**config.mk**
```make
export PLATFORM = sky130hd
export DESIGN_NAME = fpmult_radix_sat_flat
export DESIGN_NICKNAME = d
export VERILOG_FILES = /design/src/rtl/fpmult_radix_sat_if.sv /design/src/rtl/fpmult_radix_sat.sv /design/src/flat_wrapper.sv
export SDC_FILE = /design/constraint.sdc
export NUM_CORES = 1
export LEC_CHECK = 0
export ABC_AREA = 1
export BUFFER_PORTS_ARGS = -buffer_cell sky130_fd_sc_hd__clkbuf_2
export CELL_PAD_IN_SITES_DETAIL_PLACEMENT = 1
export CELL_PAD_IN_SITES_GLOBAL_PLACEMENT = 1
export CORE_MARGIN = 1
export CORE_UTILIZATION = 33
export DETAILED_ROUTE_END_ITERATION = 16
export PLACE_DENSITY_LB_ADDON = 0.1
export SLEW_MARGIN = 20
export SYNTH_ARGS = -nofsm -noshare
export SYNTH_HDL_FRONTEND = slang
export SYNTH_SLANG_ARGS = --single-unit
```
**constraint.sdc**
```tcl
create_clock -name clk -period 4.75 [get_ports clk]
set_input_delay 0 -clock clk [delete_from_list [all_inputs] [get_ports clk]]
set_output_delay 0 -clock clk [all_outputs]
set_load 0.005 [all_outputs]
```
**src/rtl/fpmult_radix_sat_if.sv**
```systemverilog
// Operand/result stream bundle for fpmult_radix_sat: val/rdy on the operand
// side, val/rdy on the result side, plus the overflow flag.
interface fpmult_radix_sat_if #(
  parameter int n = 32
);
  logic         recv_val;
  logic         recv_rdy;
  logic [n-1:0] a;
  logic [n-1:0] b;
  logic         send_val;
  logic         send_rdy;
  logic [n-1:0] c;
  logic         ovf;

  modport master (
    output recv_val, a, b, send_rdy,
    input  recv_rdy, send_val, c, ovf
  );

  modport slave (
    input  recv_val, a, b, send_rdy,
    output recv_rdy, send_val, c, ovf
  );
endinterface

```
**src/rtl/fpmult_radix_sat.sv**
```systemverilog
// Iterative fixed-point multiplier retiring K multiplier bits per cycle, with
// optional round-half-up at bit d-1 and optional saturation on overflow.
module fpmult_radix_sat #(
  parameter int n     = 32,
  parameter int d     = 16,
  parameter int sign  = 1,
  parameter int K     = 1,
  parameter int ROUND = 0,
  parameter int SAT   = 0
) (
  input logic              clk,
  input logic              reset,
  fpmult_radix_sat_if.slave io
);
  localparam int W  = 2 * n;
  localparam int NG = n / K;
  localparam int CW = (NG > 1) ? $clog2(NG) : 1;

  localparam logic [1:0] S_IDLE = 2'd0;
  localparam logic [1:0] S_CALC = 2'd1;
  localparam logic [1:0] S_DONE = 2'd2;

  // Half-LSB of the result, applied before the shift when rounding is enabled.
  localparam logic [W:0] RND = (ROUND != 0 && d > 0)
                               ? ((W + 1)'(1) << ((d > 0) ? d - 1 : 0)) : '0;

  logic [1:0]    r_state;
  logic [1:0]    w_state_next;
  logic [W-1:0]  r_a_sh;
  logic [W-1:0]  r_acc;
  logic [n-1:0]  r_b;
  logic [n-1:0]  r_c;
  logic [CW-1:0] r_cnt;
  logic          r_ovf;

  logic          w_last;
  logic [W-1:0]  w_terms [K];
  logic [W-1:0]  w_pp;
  logic [W-1:0]  w_acc_next;
  logic [W:0]    w_pext;
  logic [W:0]    w_rsum;
  logic signed [W:0] w_r;
  logic          w_ovf;
  logic [n-1:0]  w_c;

  assign w_last = (r_cnt == CW'(NG - 1));

  // One shifted copy of a per digit bit; the operand MSB of a signed multiplier
  // carries negative weight, so its term is negated on the final group only.
  generate
    for (genvar gi = 0; gi < K; gi++) begin : g_term
      if (sign != 0 && gi == K - 1) begin : g_msb
        assign w_terms[gi] = !r_b[gi] ? '0
                           : (w_last ? -(r_a_sh << gi) : (r_a_sh << gi));
      end else begin : g_plain
        assign w_terms[gi] = r_b[gi] ? (r_a_sh << gi) : '0;
      end
    end
  endgenerate

  always_comb begin
    w_pp = '0;
    for (int j = 0; j < K; j++) begin
      w_pp = w_pp + w_terms[j];
    end
  end

  assign w_acc_next = r_acc + w_pp;

  // One guard bit above the 2n-bit product keeps the rounding add exact.
  assign w_pext = (sign != 0) ? {w_acc_next[W-1], w_acc_next} : {1'b0, w_acc_next};
  assign w_rsum = w_pext + RND;
  assign w_r    = $signed(w_rsum) >>> d;

  always_comb begin
    w_ovf = 1'b0;
    w_c   = w_r[n-1:0];
    if (sign != 0) begin
      w_ovf = (w_r[W:n-1] != '0) && (w_r[W:n-1] != '1);
    end else begin
      w_ovf = (w_r[W:n] != '0);
    end
    if (SAT != 0 && w_ovf) begin
      if (sign != 0) begin
        w_c = w_r[W] ? {1'b1, {(n-1){1'b0}}} : {1'b0, {(n-1){1'b1}}};
      end else begin
        w_c = '1;
      end
    end
  end

  always_ff @(posedge clk) begin
    if (reset) begin
      r_state <= S_IDLE;
    end else begin
      r_state <= w_state_next;
    end
  end

  always_comb begin
    w_state_next = r_state;
    case (r_state)
      S_IDLE:  if (io.recv_val) w_state_next = S_CALC;
      S_CALC:  if (w_last)      w_state_next = S_DONE;
      S_DONE:  if (io.send_rdy) w_state_next = S_IDLE;
      default: w_state_next = S_IDLE;
    endcase
  end

  always_comb begin
    io.recv_rdy = 1'b0;
    io.send_val = 1'b0;
    case (r_state)
      S_IDLE:  io.recv_rdy = 1'b1;
      S_DONE:  io.send_val = 1'b1;
      default: ;
    endcase
  end

  always_ff @(posedge clk) begin
    if (reset) begin
      r_a_sh <= '0;
      r_b    <= '0;
      r_acc  <= '0;
      r_cnt  <= '0;
      r_c    <= '0;
      r_ovf  <= 1'b0;
    end else begin
      case (r_state)
        S_IDLE: begin
          if (io.recv_val) begin
            r_a_sh <= (sign != 0) ? {{n{io.a[n-1]}}, io.a} : {{n{1'b0}}, io.a};
            r_b    <= io.b;
            r_acc  <= '0;
            r_cnt  <= '0;
          end
        end
        S_CALC: begin
          r_acc  <= w_acc_next;
          r_a_sh <= r_a_sh << K;
          r_b    <= r_b >> K;
          r_cnt  <= r_cnt + 1'b1;
          if (w_last) begin
            r_c   <= w_c;
            r_ovf <= w_ovf;
          end
        end
        default: ;
      endcase
    end
  end

  assign io.c   = r_c;
  assign io.ovf = r_ovf;
endmodule
```
**src/flat_wrapper.sv**
```systemverilog
// flat-port wrapper written by rule: the top's interface ports become plain ports
module fpmult_radix_sat_flat 
#(
  parameter int n     = 32,
  parameter int d     = 16,
  parameter int sign  = 1,
  parameter int K     = 1,
  parameter int ROUND = 0,
  parameter int SAT   = 0
)
  (clk, reset, io_recv_val, io_a, io_b, io_send_rdy, io_recv_rdy, io_send_val, io_c, io_ovf);
  fpmult_radix_sat_if #(.n(n)) io_i ();
  input logic clk;
  input logic reset;
  input wire logic [$bits(io_i.recv_val)-1:0] io_recv_val;
  input wire logic [$bits(io_i.a)-1:0] io_a;
  input wire logic [$bits(io_i.b)-1:0] io_b;
  input wire logic [$bits(io_i.send_rdy)-1:0] io_send_rdy;
  output wire logic [$bits(io_i.recv_rdy)-1:0] io_recv_rdy;
  output wire logic [$bits(io_i.send_val)-1:0] io_send_val;
  output wire logic [$bits(io_i.c)-1:0] io_c;
  output wire logic [$bits(io_i.ovf)-1:0] io_ovf;
  assign io_i.recv_val = io_recv_val;
  assign io_i.a = io_a;
  assign io_i.b = io_b;
  assign io_i.send_rdy = io_send_rdy;
  assign io_recv_rdy = io_i.recv_rdy;
  assign io_send_val = io_i.send_val;
  assign io_c = io_i.c;
  assign io_ovf = io_i.ovf;
  fpmult_radix_sat #(.n(n), .d(d), .sign(sign), .K(K), .ROUND(ROUND), .SAT(SAT)) u_core (.clk(clk), .reset(reset), .io(io_i));
endmodule
```
Yosys cells after proc, flatten, opt, wreduce, memory -nomap -nowiden. Cells that the tools add are included.

Input port bits: 68. Output and inout port bits: 35. Flip-flop bits (word level): 200.

$add $sub $neg: 3. Reduce and logical (&&, ||, !) cells: 7. Eq/ne operators: 7. Mux-type cells: 16.

Operator list (count): 64-bit two-way mux (4); 64-bit case mux with 2 select lines (2); 64-bit adder (1); 64-bit negator (1); 32-bit case mux with 2 select lines (1); 34-bit != test (second input constant) (1); 34-bit nonzero test (1); 32-bit two-way mux (1); 5-bit case mux with 2 select lines (1); 2-bit two-way mux (3); 2-bit case mux with 3 select lines (1); 5-bit by 1-bit adder with 5-bit output (second input constant) (1); 5-bit equality test (second input constant) (1); 5-bit two-way mux (1); 2-bit != test (second input constant) (2); 2-bit AND reduction (2); 3-bit AND reduction (1); 2-bit by 1-bit equality test with 1-bit output (second input constant) (1); 2-bit equality test (second input constant) (1); 2-bit logical NOT (1); 1-bit two-way mux (2); 2-bit by 1-bit != test with 1-bit output (second input constant) (1); 2-bit nonzero test (1); 1-bit logical AND (1).

Longest topological paths before layout.
Depth in word-level cells: 6. Gate-level depth with buffers: 37. Depth with buffers taken out: 37.

Least setup slack after synthesis. No wires, ideal clock.

Path kind: reg-to-reg. From: register u_core.r_cnt[0]. To: register u_core.r_ovf, in the netlist u_core.io.ovf. Required time: 4618 ps. Buffers on the path: 3. Setup slack: 988 ps. Data arrival time: 3630 ps. Setup time: 132 ps. Stages on the path, launching flop included: 28. Cells stage by stage: dfxtp_1 ha_1 inv_1 nor3_1 ha_1 clkbuf_1 inv_1 buf_4 clkbuf_1 nor2_1 a21oi_1 ha_1 nand2_1 nor2_1 inv_1 nor3_1 nand2_1 inv_1 nand2_1 and2_1 nand3_1 nand2_1 nor2_1 nand2_1 nor2_1 nand3_1 nand3_1 a21oi_1.

Word-level cells in the longest chain between the ends: 6.

Ends and longest elaborated chain: start, declared (RTL line fpmult_radix_sat.sv:33) `logic [CW-1:0] r_cnt;`; start signal, assigned (RTL line fpmult_radix_sat.sv:142) `r_cnt <= r_cnt + 1'b1;`; 5-bit equality test * (RTL line fpmult_radix_sat.sv:46) `assign w_last = (r_cnt == CW'(NG - 1));`; 64-bit two-way mux (RTL line fpmult_radix_sat.sv:54) `: (w_last ? -(r_a_sh << gi) : (r_a_sh << gi));`; 64-bit two-way mux (RTL line fpmult_radix_sat.sv:53) `assign w_terms[gi] = !r_b[gi] ? '0`; 64-bit adder (RTL line fpmult_radix_sat.sv:68) `assign w_acc_next = r_acc + w_pp;`; 34-bit != test or 34-bit nonzero test (tied branches) (RTL line fpmult_radix_sat.sv:79) `w_ovf = (w_r[W:n-1] != '0) && (w_r[W:n-1] != '1);`; 1-bit logical AND (RTL line fpmult_radix_sat.sv:79); end signal, assigned (RTL line fpmult_radix_sat.sv:145) `r_ovf <= w_ovf;`; end, declared (RTL line fpmult_radix_sat.sv:34) `logic r_ovf;`.

Mark *: on every way between the ends. The rest lies on a longest branch, timed or not. A chain may end at the register's enable or synchronous reset.

Final worst setup path.
From: register u_core.r_a_sh[2]. To: register u_core.r_ovf, in the netlist u_core.io.ovf.

Word-level cells in the longest chain between the ends: 6.

Ends and longest elaborated chain: start, declared (RTL line fpmult_radix_sat.sv:29) `logic [W-1:0] r_a_sh;`; start signal, assigned (RTL line fpmult_radix_sat.sv:132) `r_a_sh <= (sign != 0) ? {{n{io.a[n-1]}}, io.a} : {{n{1'b0}}, io.a};`; start signal, assigned (RTL line fpmult_radix_sat.sv:140) `r_a_sh <= r_a_sh << K;`; 64-bit negator (RTL line fpmult_radix_sat.sv:54); 64-bit two-way mux * (RTL line fpmult_radix_sat.sv:54); 64-bit two-way mux * (RTL line fpmult_radix_sat.sv:53); 64-bit adder * (RTL line fpmult_radix_sat.sv:68); 34-bit != test or 34-bit nonzero test (tied branches) (RTL line fpmult_radix_sat.sv:79); 1-bit logical AND * (RTL line fpmult_radix_sat.sv:79).

Marks and branches as above.

==> impl_metrics.toml <==
[sta]
finalSetupViolCount = 0
fin_setup_tns_ns = 0
fin_hold_ws_ns = 0.259
fin_worst_skew_ns = 0.0151
slew_headroom = 0.235
max_freq_ghz = 0.217
rsz0062_at_grt = "yes"
finalHoldViolations = 0
slew_violations = 0
fin_crit_ns = 4.61
tightestPinTransition_ns = 1.15
fin_crit_sh = 0.970

[setup_path]
end_kind = "flop"
path_class = "reg -> reg"
critical_path_required_ns = 5.10
r2r_start = "u_core.r_a_sh[2]"
critPathSlowestCell = "dfxtp_1"
slowest_delay_ns = 0.36
cp.arrival_ns = 4.96
r2r_end = "u_core.io.ovf"
r2r_cells = 35
crit_path_frequent_cell = "nand2_2"
rrSetupSlack_ns = 0.14
critPathMaxFanout = 6
crit_path_start_kind = "flop"

[final_layout]
diodes = 0
final_cell_mix = "884 x nand2_1, 396 x inv_1, 227 x a21oi_1, 199 x dfxtp_1, 197 x nor2_1"
nNetsFinal = 2995
layout_commonest_cell = "nand2_1"
layout-drive-gt1-share = 0.140
synthToLayoutAreaGrowth_pct = 25.2
utilization = 0.419

[clock_network]
insertion_delay_ns = 0.51
cts_root_buf = "clkbuf_16"
clock_path_buffers = 2
clkSlewWorstSetupHoldPaths_ns = 0.08
cts.sinks = 200
cts_inserted_buffers = 17
htreeDepth = 4
cts_tree = "yes"

[placed_design]
globalplace.congestion = 1.01
io_buffer_count = 102
dp_hpwl_um = 50700

[yosys]
yosysWarningCount = 0
syn-num-nets = 2756
syn_area_mm2 = 0.0152
async_flop_share = 0
synth.area.top_cells = "dfxtp_1 26%, nand2_1 23%, inv_1 9.9%, a21oi_1 8.2%, nor2_1 5.7%"
ys.flop_type = "dfxtp_1"
synth_area_per_cell_um2 = 5.80
synth-seq-cells = 200
synth_cell_type_count = 46
syn_inst = 2621
yosysTopAreaCell = "dfxtp_1"
seq_area_frac_synth = 0.263
synth_edf_count = 0
netlist.area_leader.share = 0.263

[worst_hold_path]
hold_depth = 3
hp-class = "in -> reg"
hp-start = "io_a[31]"
hold_end = "u_core.r_a_sh[31]"

[global_route]
grt_pass1_vias = 18000
grt_pass1_wl_um = 102000
grt-ovfl-total = 0
grt_max_degree = 150
track_usage = 0.283
antenna_found_initial = 0

[power]
ir_drop_mv = 0.260
power.leakage_nw = 9.41
finalPower_mw = 4.07
power.density_mw_per_mm2 = 214

[floorplanning]
std_cell_rows = 78
die_x_um = 217
boundaryPins = 103
core-area_mm2 = 0.0454
die_height_um = 217
dieArea_mm2 = 0.0469
start_util = 0.335

[drt]
firstDrtPassIters = 5
drt-wirelength-per-cell_um = 19.2
viasPerCell = 5.15
routed-via-count = 17900
ant_nets = 0
drcViolationCount = 0
dr.first_iter.drc_count = 1049
routed_wl_um = 66500

[run_status]
outcome = "finished, final reports clean"

[run]
drv_cap = 0
worst max path at each step:
stage	depth (start not counted)	start	slack, ns	endpoint
final	35	u_core.r_a_sh[2]	0.14	u_core.io.ovf
after global routing	36	u_core.r_a_sh[1]	-0.22	u_core.io.ovf
after CTS	34	u_core.r_a_sh[0]	0.01	u_core.io.ovf
after detailed placement	34	u_core.r_a_sh[0]	-0.38	u_core.io.ovf
after global placement	26	u_core.r_a_sh[9]	-0.40	u_core.io.ovf
after floorplan	27	u_core.r_cnt[0]	0.99	u_core.io.ovf
routing by layer:
metal	share of wire	routed length (um)	GRT usage
met1	0.49	32900	0.390
met2	0.45	30100	0.462
met3	0.030	1980	0.0376
met4	0.023	1550	0.0744
met5	0	0	0
per-stage QoR:
step / area, um2 / setup slack [ns] / instances
finish: 19000 / 0.144 / 3471
global route: 19000 / -0.224 / 3471
CTS: 18600 / 0.0142 / 3468
detailed placement: 17100 / -0.382 / 3351
global placement: 17100 / -0.400 / 3351
floorplan: 15200 / 0.988 / 2621
power by group:
group / total (mW) / leakage [nW] / internal [mW] / switching (mW)
logic: 0.741 / 7.51 / 0.263 / 0.478
clock network: 1.52 / 0.270 / 0.734 / 0.783
registers: 1.82 / 1.63 / 1.74 / 0.0753
total: 4.07 / 9.41 / 2.74 / 1.34
state kept, by name (all words and copies together) (netlist names):
register	flops
u_core.io.ovf	1
u_core.r_cnt	5
u_core.r_acc	64
u_core.r_state	2
u_core.r_b	32
u_core.io.c	32
u_core.r_a_sh	64
repair_timing:
| item | 4_1_cts | 5_1_grt |
|---|---|---|
| resized for setup | 14 | 128 |
| hold buffers | 86 | 0 |
| endpoints found under the setup margin | 3 | 24 |
| setup buffers | 1 | 3 |
| pin swaps | 3 | 23 |
| endpoints found under the hold margin | 84 | 0 |
critical path: cells and delay by family, from the launching register on:
kind / cells / cell delay [ns]
DFF: 1 / 0.36
and+or+nand+nor: 23 / 2.56
buffers and inverters: 6 / 0.65
adders and majority gates: 1 / 0.16
AOI/OAI and AO/OA: 5 / 0.70
cell type report:
type	count	area, um2
fill	6100	26300
tap	600	751
timing repair buffer	311	2350
clock buffer	17	425
multi-input combinational	1923	9830
sequential	200	4010
inverter	407	1530
clock inverter	13	143
synth_stat cells (2+ instances only):
master      n
a211oi_1    3
a21oi_1   248
a221oi_1   15
a22oi_1    43
a31oi_1    40
and2_1      4
and3_1      6
buf_1      11
clkbuf_1   78
dfxtp_1   200
ha_1       66
inv_1     399
inv_2       7
nand2_1   914
nand2_2     8
nand3_1    90
nand3b_1    5
nand4_1    12
nor2_1    229
nor2_2      4
nor2_4      5
nor3_1     33
nor3_2      2
nor4_1     10
o211ai_1    2
o21a_1      2
o21ai_0   101
o21ai_1     5
o21bai_1   21
o221ai_1   12
xnor2_1    16
xor2_1     16
cells by family (layout without fill, tap and decap cells):
family / after synthesis / after routing / share of synthesized area
buf+inv: 498 / 748 / 0.123
simple gates: 1324 / 1324 / 0.350
xor+xnor: 32 / 32 / 0.0184
compound gates: 500 / 500 / 0.189
flops: 200 / 200 / 0.263
fa+ha+maj: 67 / 67 / 0.0556
No activity file was read; power rests on OpenSTA's default activity.
